==> config.mk <==
export PLATFORM = sky130hd
export DESIGN_NAME = wb_stage_multi_flat
export DESIGN_NICKNAME = d
export VERILOG_FILES = /design/src/rtl/wb_stage_multi_if.sv /design/src/rtl/wb_stage_multi.sv /design/src/flat_wrapper.sv
export SDC_FILE = /design/constraint.sdc
export NUM_CORES = 1
export LEC_CHECK = 0
export CAP_MARGIN = 0
export CORE_AREA = 2 2 188 190
export DETAILED_ROUTE_END_ITERATION = 10
export DIE_AREA = 0 0 190 192
export PLACE_DENSITY = 0.71
export RECOVER_POWER = 50
export SKIP_CTS_REPAIR_TIMING = 1
export SKIP_LAST_GASP = 1
export SYNTH_ARGS = -nofsm -noshare
export SYNTH_HDL_FRONTEND = slang
export SYNTH_SLANG_ARGS = --single-unit
==> constraint.sdc <==
create_clock -name clk -period 2.7 [get_ports clk]
set_input_delay 0.405 -clock clk [delete_from_list [all_inputs] [get_ports clk]]
set_output_delay 0.405 -clock clk [all_outputs]
set_load 0.03 [all_outputs]
==> src/rtl/wb_stage_multi_if.sv <==
// ---------------------------------------------------------------------------
// wb_stage_multi_if
//   Bundles the MEM/WB stage control, per-lane inputs and writeback outputs
//   of wb_stage_multi. All per-lane fields are flat vectors with lane i in
//   slice [i*W +: W].
//
//   Handshake: valid-only. A lane transfers on any clock edge where the stage
//   is not stalled and not flushed and its in_valid bit is set. There is no
//   ready: stall is the only backpressure, and it freezes every lane at once.
//
//   Modports
//     master : upstream pipeline / bench. Drives stall, flush and in_*.
//              Observes wb_* and retired.
//     slave  : the stage itself.
// ---------------------------------------------------------------------------
interface wb_stage_multi_if #(
  parameter int WIDTH = 64,
  parameter int LANES = 2,
  parameter int RA_W  = 5,
  parameter int CNT_W = 32
);
  logic                   stall;
  logic                   flush;
  logic [LANES-1:0]       in_valid;
  logic [LANES-1:0]       in_reg_write;
  logic [LANES-1:0]       in_mem_to_reg;
  logic [2*LANES-1:0]     in_size;
  logic [LANES-1:0]       in_signed;
  logic [RA_W*LANES-1:0]  in_rd;
  logic [WIDTH*LANES-1:0] in_mem_data;
  logic [WIDTH*LANES-1:0] in_alu_result;

  logic [LANES-1:0]       wb_en;
  logic [RA_W*LANES-1:0]  wb_rd;
  logic [WIDTH*LANES-1:0] wb_data;
  logic [CNT_W-1:0]       retired;

  modport master (
    output stall, flush, in_valid, in_reg_write, in_mem_to_reg, in_size,
           in_signed, in_rd, in_mem_data, in_alu_result,
    input  wb_en, wb_rd, wb_data, retired
  );

  modport slave (
    input  stall, flush, in_valid, in_reg_write, in_mem_to_reg, in_size,
           in_signed, in_rd, in_mem_data, in_alu_result,
    output wb_en, wb_rd, wb_data, retired
  );
endinterface

==> src/rtl/wb_stage_multi.sv <==
// ---------------------------------------------------------------------------
// wb_stage_multi
//   Multi-lane MEM/WB pipeline register plus writeback select.
//   Each lane latches memory-read data and the ALU result, picks one of them,
//   size/sign-extends loads and drives one register-file write port. When two
//   lanes target the same register, the higher (younger) lane wins. A wrapping
//   counter tracks retired instructions.
//
//   Ports
//     clk      : rising-edge clock
//     reset_n  : asynchronous active-low reset, clears every stage register
//     bus      : wb_stage_multi_if.slave
//                stall/flush, in_* per-lane inputs, wb_* per-lane outputs,
//                retired counter
//
//   Timing: one cycle of latency. Outputs depend only on the stage registers.
//   Edge priority: reset > flush > stall > load.
// ---------------------------------------------------------------------------
module wb_stage_multi #(
  parameter int WIDTH    = 64,
  parameter int LANES    = 2,
  parameter int RA_W     = 5,
  parameter int ZERO_REG = 31,
  parameter int CNT_W    = 32
) (
  input  logic             clk,
  input  logic             reset_n,
  wb_stage_multi_if.slave  bus
);

  localparam logic [RA_W-1:0] ZERO_RD = RA_W'(ZERO_REG);

  // Stage registers
  logic [LANES-1:0]       valid_q;
  logic [LANES-1:0]       reg_write_q;
  logic [LANES-1:0]       mem_to_reg_q;
  logic [LANES-1:0]       signed_q;
  logic [2*LANES-1:0]     size_q;
  logic [RA_W*LANES-1:0]  rd_q;
  logic [WIDTH*LANES-1:0] mem_data_q;
  logic [WIDTH*LANES-1:0] alu_q;
  logic [CNT_W-1:0]       retired_q;

  // Combinational lane outputs
  logic [LANES-1:0]       en_w;
  logic [WIDTH*LANES-1:0] data_w;

  // Number of lanes presented this cycle
  logic [CNT_W-1:0]       in_count;

  // Data fields are allowed to move on a flush; only the valid bits and the
  // counter need to be protected. Loading them on flush keeps the enable term
  // simple.
  logic load_data;
  assign load_data = bus.flush | ~bus.stall;

  always_comb begin
    in_count = '0;
    for (int i = 0; i < LANES; i++) begin
      in_count = in_count + CNT_W'(bus.in_valid[i]);
    end
  end

  // Valid bits and retired counter
  always_ff @(posedge clk or negedge reset_n) begin
    if (!reset_n) begin
      valid_q   <= '0;
      retired_q <= '0;
    end else if (bus.flush) begin
      valid_q   <= '0;
    end else if (!bus.stall) begin
      valid_q   <= bus.in_valid;
      // Wraps modulo 2^CNT_W by natural overflow.
      retired_q <= retired_q + in_count;
    end
  end

  // Control and data fields
  always_ff @(posedge clk or negedge reset_n) begin
    if (!reset_n) begin
      reg_write_q  <= '0;
      mem_to_reg_q <= '0;
      signed_q     <= '0;
      size_q       <= '0;
      rd_q         <= '0;
      mem_data_q   <= '0;
      alu_q        <= '0;
    end else if (load_data) begin
      reg_write_q  <= bus.in_reg_write;
      mem_to_reg_q <= bus.in_mem_to_reg;
      signed_q     <= bus.in_signed;
      size_q       <= bus.in_size;
      rd_q         <= bus.in_rd;
      mem_data_q   <= bus.in_mem_data;
      alu_q        <= bus.in_alu_result;
    end
  end

  for (genvar g = 0; g < LANES; g++) begin : g_lane
    logic [WIDTH-1:0] md;
    logic [WIDTH-1:0] mask;
    logic [WIDTH-1:0] load_val;
    logic [RA_W-1:0]  my_rd;
    logic             sbit;
    logic             shadowed;

    assign md    = mem_data_q[g*WIDTH +: WIDTH];
    assign my_rd = rd_q[g*RA_W +: RA_W];

    // Load extraction: keep the low 8<<size bits, then fill the rest with
    // either the top kept bit (signed) or zeros. Mask form avoids
    // zero-width replications when WIDTH is 32.
    always_comb begin
      mask = '1;
      sbit = 1'b0;
      case (size_q[2*g +: 2])
        2'b00: begin
          mask = WIDTH'(8'hFF);
          sbit = md[7];
        end
        2'b01: begin
          mask = WIDTH'(16'hFFFF);
          sbit = md[15];
        end
        2'b10: begin
          mask = WIDTH'(32'hFFFF_FFFF);
          sbit = md[31];
        end
        default: begin
          mask = '1;
          sbit = 1'b0;
        end
      endcase
      load_val = (md & mask) | ((signed_q[g] & sbit) ? ~mask : '0);
    end

    // A younger lane writing the same register makes this lane's write dead.
    always_comb begin
      shadowed = 1'b0;
      for (int j = g + 1; j < LANES; j++) begin
        if (valid_q[j] && reg_write_q[j] && (rd_q[j*RA_W +: RA_W] == my_rd)) begin
          shadowed = 1'b1;
        end
      end
    end

    assign en_w[g] = valid_q[g] & reg_write_q[g] & (my_rd != ZERO_RD) & ~shadowed;
    assign data_w[g*WIDTH +: WIDTH] = mem_to_reg_q[g] ? load_val
                                                      : alu_q[g*WIDTH +: WIDTH];
  end

  assign bus.wb_en   = en_w;
  assign bus.wb_rd   = rd_q;
  assign bus.wb_data = data_w;
  assign bus.retired = retired_q;

endmodule

==> src/flat_wrapper.sv <==
// flat-port wrapper written by rule: the top's interface ports become plain ports
module wb_stage_multi_flat 
#(
  parameter int WIDTH    = 64,
  parameter int LANES    = 2,
  parameter int RA_W     = 5,
  parameter int ZERO_REG = 31,
  parameter int CNT_W    = 32
)
  (clk, reset_n, bus_stall, bus_flush, bus_in_valid, bus_in_reg_write, bus_in_mem_to_reg, bus_in_size, bus_in_signed, bus_in_rd, bus_in_mem_data, bus_in_alu_result, bus_wb_en, bus_wb_rd, bus_wb_data, bus_retired);
  wb_stage_multi_if #(.WIDTH(WIDTH), .LANES(LANES), .RA_W(RA_W), .CNT_W(CNT_W)) bus_i ();
  input  logic clk;
  input  logic reset_n;
  input wire logic [$bits(bus_i.stall)-1:0] bus_stall;
  input wire logic [$bits(bus_i.flush)-1:0] bus_flush;
  input wire logic [$bits(bus_i.in_valid)-1:0] bus_in_valid;
  input wire logic [$bits(bus_i.in_reg_write)-1:0] bus_in_reg_write;
  input wire logic [$bits(bus_i.in_mem_to_reg)-1:0] bus_in_mem_to_reg;
  input wire logic [$bits(bus_i.in_size)-1:0] bus_in_size;
  input wire logic [$bits(bus_i.in_signed)-1:0] bus_in_signed;
  input wire logic [$bits(bus_i.in_rd)-1:0] bus_in_rd;
  input wire logic [$bits(bus_i.in_mem_data)-1:0] bus_in_mem_data;
  input wire logic [$bits(bus_i.in_alu_result)-1:0] bus_in_alu_result;
  output wire logic [$bits(bus_i.wb_en)-1:0] bus_wb_en;
  output wire logic [$bits(bus_i.wb_rd)-1:0] bus_wb_rd;
  output wire logic [$bits(bus_i.wb_data)-1:0] bus_wb_data;
  output wire logic [$bits(bus_i.retired)-1:0] bus_retired;
  assign bus_i.stall = bus_stall;
  assign bus_i.flush = bus_flush;
  assign bus_i.in_valid = bus_in_valid;
  assign bus_i.in_reg_write = bus_in_reg_write;
  assign bus_i.in_mem_to_reg = bus_in_mem_to_reg;
  assign bus_i.in_size = bus_in_size;
  assign bus_i.in_signed = bus_in_signed;
  assign bus_i.in_rd = bus_in_rd;
  assign bus_i.in_mem_data = bus_in_mem_data;
  assign bus_i.in_alu_result = bus_in_alu_result;
  assign bus_wb_en = bus_i.wb_en;
  assign bus_wb_rd = bus_i.wb_rd;
  assign bus_wb_data = bus_i.wb_data;
  assign bus_retired = bus_i.retired;
  wb_stage_multi #(.WIDTH(WIDTH), .LANES(LANES), .RA_W(RA_W), .ZERO_REG(ZERO_REG), .CNT_W(CNT_W)) u_core (.clk(clk), .reset_n(reset_n), .bus(bus_i));
endmodule
==> flow_metrics.env <==
export IMPL_status="complete, but fails checks"
export IMPL_violations="max-capacitance violations, max-slew violations"
export IMPL_die_x_um=190
export IMPL_pwr_density_cell_mw_per_mm2=656
export IMPL_r2r_cells=7
export IMPL_p_int_uw=9450
export IMPL_slew_viol_final=57
export IMPL_start_kind="flop"
export IMPL_max_freq_mhz=379
export IMPL_cts_buffer_depth=3
export IMPL_first_iter_violations=453
export IMPL_finalHoldViolCount=0
export IMPL_grt_start_max_net_pins=94
export IMPL_dp_hpwl_um=29000
export IMPL_cts_sinks=310
export IMPL_slew_headroom_pct=-12.6
export IMPL_ys_flop_type="dfrtp_1"
export IMPL_fin_nets=1885
export IMPL_finalCriticalPeriod_ns=2.64
export IMPL_grt_overflow_total=0
export IMPL_antenna_left=0
export IMPL_hold_path_endpoint="u_core.bus.retired[8]"
export IMPL_grt_pass1_vias=11100
export IMPL_placedCellCount=2014
export IMPL_final_cells=2075
export IMPL_comb_power_share_pct=23.8
export IMPL_drv_cap=1
export IMPL_antenna_found_initial=1
export IMPL_post_route_period_util_pct=97.7
export IMPL_synth_area_mm2=0.0140
export IMPL_clockRootBuffer="clkbuf_16"
export IMPL_final_area_mm2=0.0202
export IMPL_worstPathCellList="mux2_2 > clkdlybuf4s50_1"
export IMPL_drc=0
export IMPL_cts_htree_levels=2
export IMPL_core_mm2=0.0343
export IMPL_grt_pass1_wl_um=61500
export IMPL_rows=68
export IMPL_postSynthNetCount=1444
export IMPL_io_pins=454
export IMPL_synth_area_top_cells="dfrtp_1 56%, mux2_2 24%, a31oi_1 3.6%, nor2_1 3.2%, a21oi_1 2.3%"
export IMPL_synthArstFlopShare_pct=100
export IMPL_worstPathArrival_ns=2.23
export IMPL_regArea_mm2=0.00777
export IMPL_yosys_area_top_type="dfrtp_1"
export IMPL_placed_cell_area_mm2=0.0190
export IMPL_vias=10700
export IMPL_clkTransAtPathRegs_ns=0.06
export IMPL_rsz0062_at_grt="false"
export IMPL_yosys_warnings=0
export IMPL_ir_drop_mv=0.450
export IMPL_cp_end_kind="output port"
export IMPL_hold_class="reg2reg"
export IMPL_layout_drive_gt1_share_pct=30.7
export IMPL_yosysSeqAreaShare_pct=55.6
export IMPL_ys_seq_elements=310
export IMPL_swShare_pct=28.5
export IMPL_yosysMostFrequentCell="dfrtp_1"
export IMPL_numCtsBuffers=35
export IMPL_cp_data_required_time_ns=2.30
export IMPL_crit_type="reg2out"
export IMPL_diodes=0
export IMPL_setup_viol=0
export IMPL_netlist_top_cells_count="310 x dfrtp_1, 293 x mux2_2, 118 x nor2_1"
export IMPL_p_switching_uw=3770
export IMPL_synth_edf_count=0
export IMPL_grt_use_total_pct=21.3
export IMPL_wl_per_cell_um=19.4
export IMPL_wl_um=40300
export IMPL_ys_types=37
export IMPL_viasPerCell=5.17
export IMPL_synth_top_area_share_pct=55.6
export IMPL_multi_input_area_mm2=0.00584
export IMPL_rr_startpoint="u_core.bus.retired[0]"
export IMPL_postSynthAreaPerCell_um2=12.1
export IMPL_r2r_end="u_core.bus.retired[30]"
export IMPL_tightest_slew_ns=1.69
export IMPL_slowest_stage="dfrtp_4"
export IMPL_die_area_mm2=0.0365
export IMPL_max_stage_delay_ns=0.71
export IMPL_holdCritStartpoint="u_core.bus.retired[8]"
export IMPL_first_pass_iters=5
export IMPL_die_height_um=192
export IMPL_area_growth_syn_to_layout_pct=44.4
export IMPL_path_max_fanout=34
export IMPL_rrSetupSlack_ns=0.57
export IMPL_cts_tree="built"
export IMPL_initial_utilization_pct=40.7
export IMPL_gp_congestion=0.854
export IMPL_nFillCells=2851
export IMPL_synthCells=1158
export IMPL_finalClockSkew_ns=0.00565
export IMPL_hold_depth=1
export IMPL_leakage_uw=0.00851
export IMPL_clkPwrFrac_pct=35.9
export IMPL_io_buffers=453
export IMPL_clk_latency_ns=0.50
export IMPL_p_seq_share_pct=40.3
==> sequential cells by signal, summed over array words and instances (netlist names) <==
| name | flops |
|---|---|
| u_core.size_q | 4 |
| u_core.bus.wb_rd | 10 |
| u_core.mem_to_reg_q | 2 |
| u_core.alu_q | 128 |
| u_core.reg_write_q | 2 |
| u_core.valid_q | 2 |
| u_core.bus.retired | 32 |
| u_core.signed_q | 2 |
| u_core.mem_data_q | 128 |
==> metrics by stage <==
stage          setup TNS (ns)  hold WS, ns  total power [µW]  utilization (%)  worst slack [ns]
5_1_grt                     0        0.497             13800             58.8            0.0193
6_report                    0        0.500             13200             58.8            0.0618
4_1_cts                 -1.57       -0.138             13400             58.8            -0.195
3_5_place_dp            -1.34        0.393              8580             55.5            -0.221
3_3_place_gp           -0.512        0.400              8530             55.5           -0.0927
2_1_floorplan               0        0.109              7030                -             0.412
==> final cells by class <==
class	instances	area share [%]
repair buffers	489	23.9
well taps	455	2.82
multi-input cells	760	29.0
inverters	3	0.0559
clock inverters	5	0.372
clock buffers	53	5.34
flip-flops and latches	310	38.5
==> cells in the final DEF, fill, tap and decap left out, drive strengths merged, types with 12 or more instances in the layout <==
master         count
clkdlybuf4s50    338
dfrtp            310
mux2             293
buf              132
nor2             118
a31oi             81
nand2             79
a21oi             65
clkbuf            58
xnor2             28
o21ai             19
nand4             15
nand3             12
==> metal layers <==
| metal | share of wire [%] | track usage [%] | up-vias |
|---|---|---|---|
| met1 | 41 | 26.6 | 5318 |
| met2 | 48 | 36.1 | 364 |
| li1 | - | - | 4979 |
| met3 | 7.9 | 6.07 | 74 |
| met4 | 2.9 | 6.53 | 2 |
| met5 | 0.032 | 0 | - |
==> how the worst max path moves through the flow <==
stage,start,end,slack [ns],depth (start not counted)
detailed placement,bus_in_valid[0],u_core.bus.retired[30],-0.22,9
CTS,u_core.size_q[1],bus_wb_data[13],-0.19,4
finish,u_core.mem_to_reg_q[0],bus_wb_data[2],0.06,2
floorplan,bus_in_valid[0],u_core.bus.retired[22],0.41,9
global route,u_core.mem_to_reg_q[0],bus_wb_data[7],0.02,2
global placement,bus_in_valid[0],u_core.bus.retired[24],-0.09,9
==> worst max-delay path, delay by kind of cell, from the launching register on <==
family | cells | cell delay [ns]
mux | 1 | 0.39
flops | 1 | 0.71
buf+inv | 1 | 0.62
==> kinds of logic (layout without fill, tap and decap cells) <==
logic type / after synthesis / in the layout / share of synthesized area, %
xor gates and xnor gates: 35 / 35 / 2.20
adders and majority gates: 4 / 4 / 0.412
AOI/OAI and AO/OA: 166 / 166 / 6.70
DFF: 310 / 310 / 55.6
muxes: 297 / 297 / 23.9
and+or+nand+nor: 258 / 258 / 8.38
buffers and inverters: 88 / 550 / 2.81
==> power groups by stage <==
stage               sequential, µW  combinational (µW)  clock (µW)
finish                        5330                3140        4750
global route                  5380                3350        5050
CTS                           5330                3190        4880
floorplan                     5410                1620           0
detailed placement            5410                3170           0
global placement              5390                3140           0
Note: power is estimated with default switching activity, not from simulation.
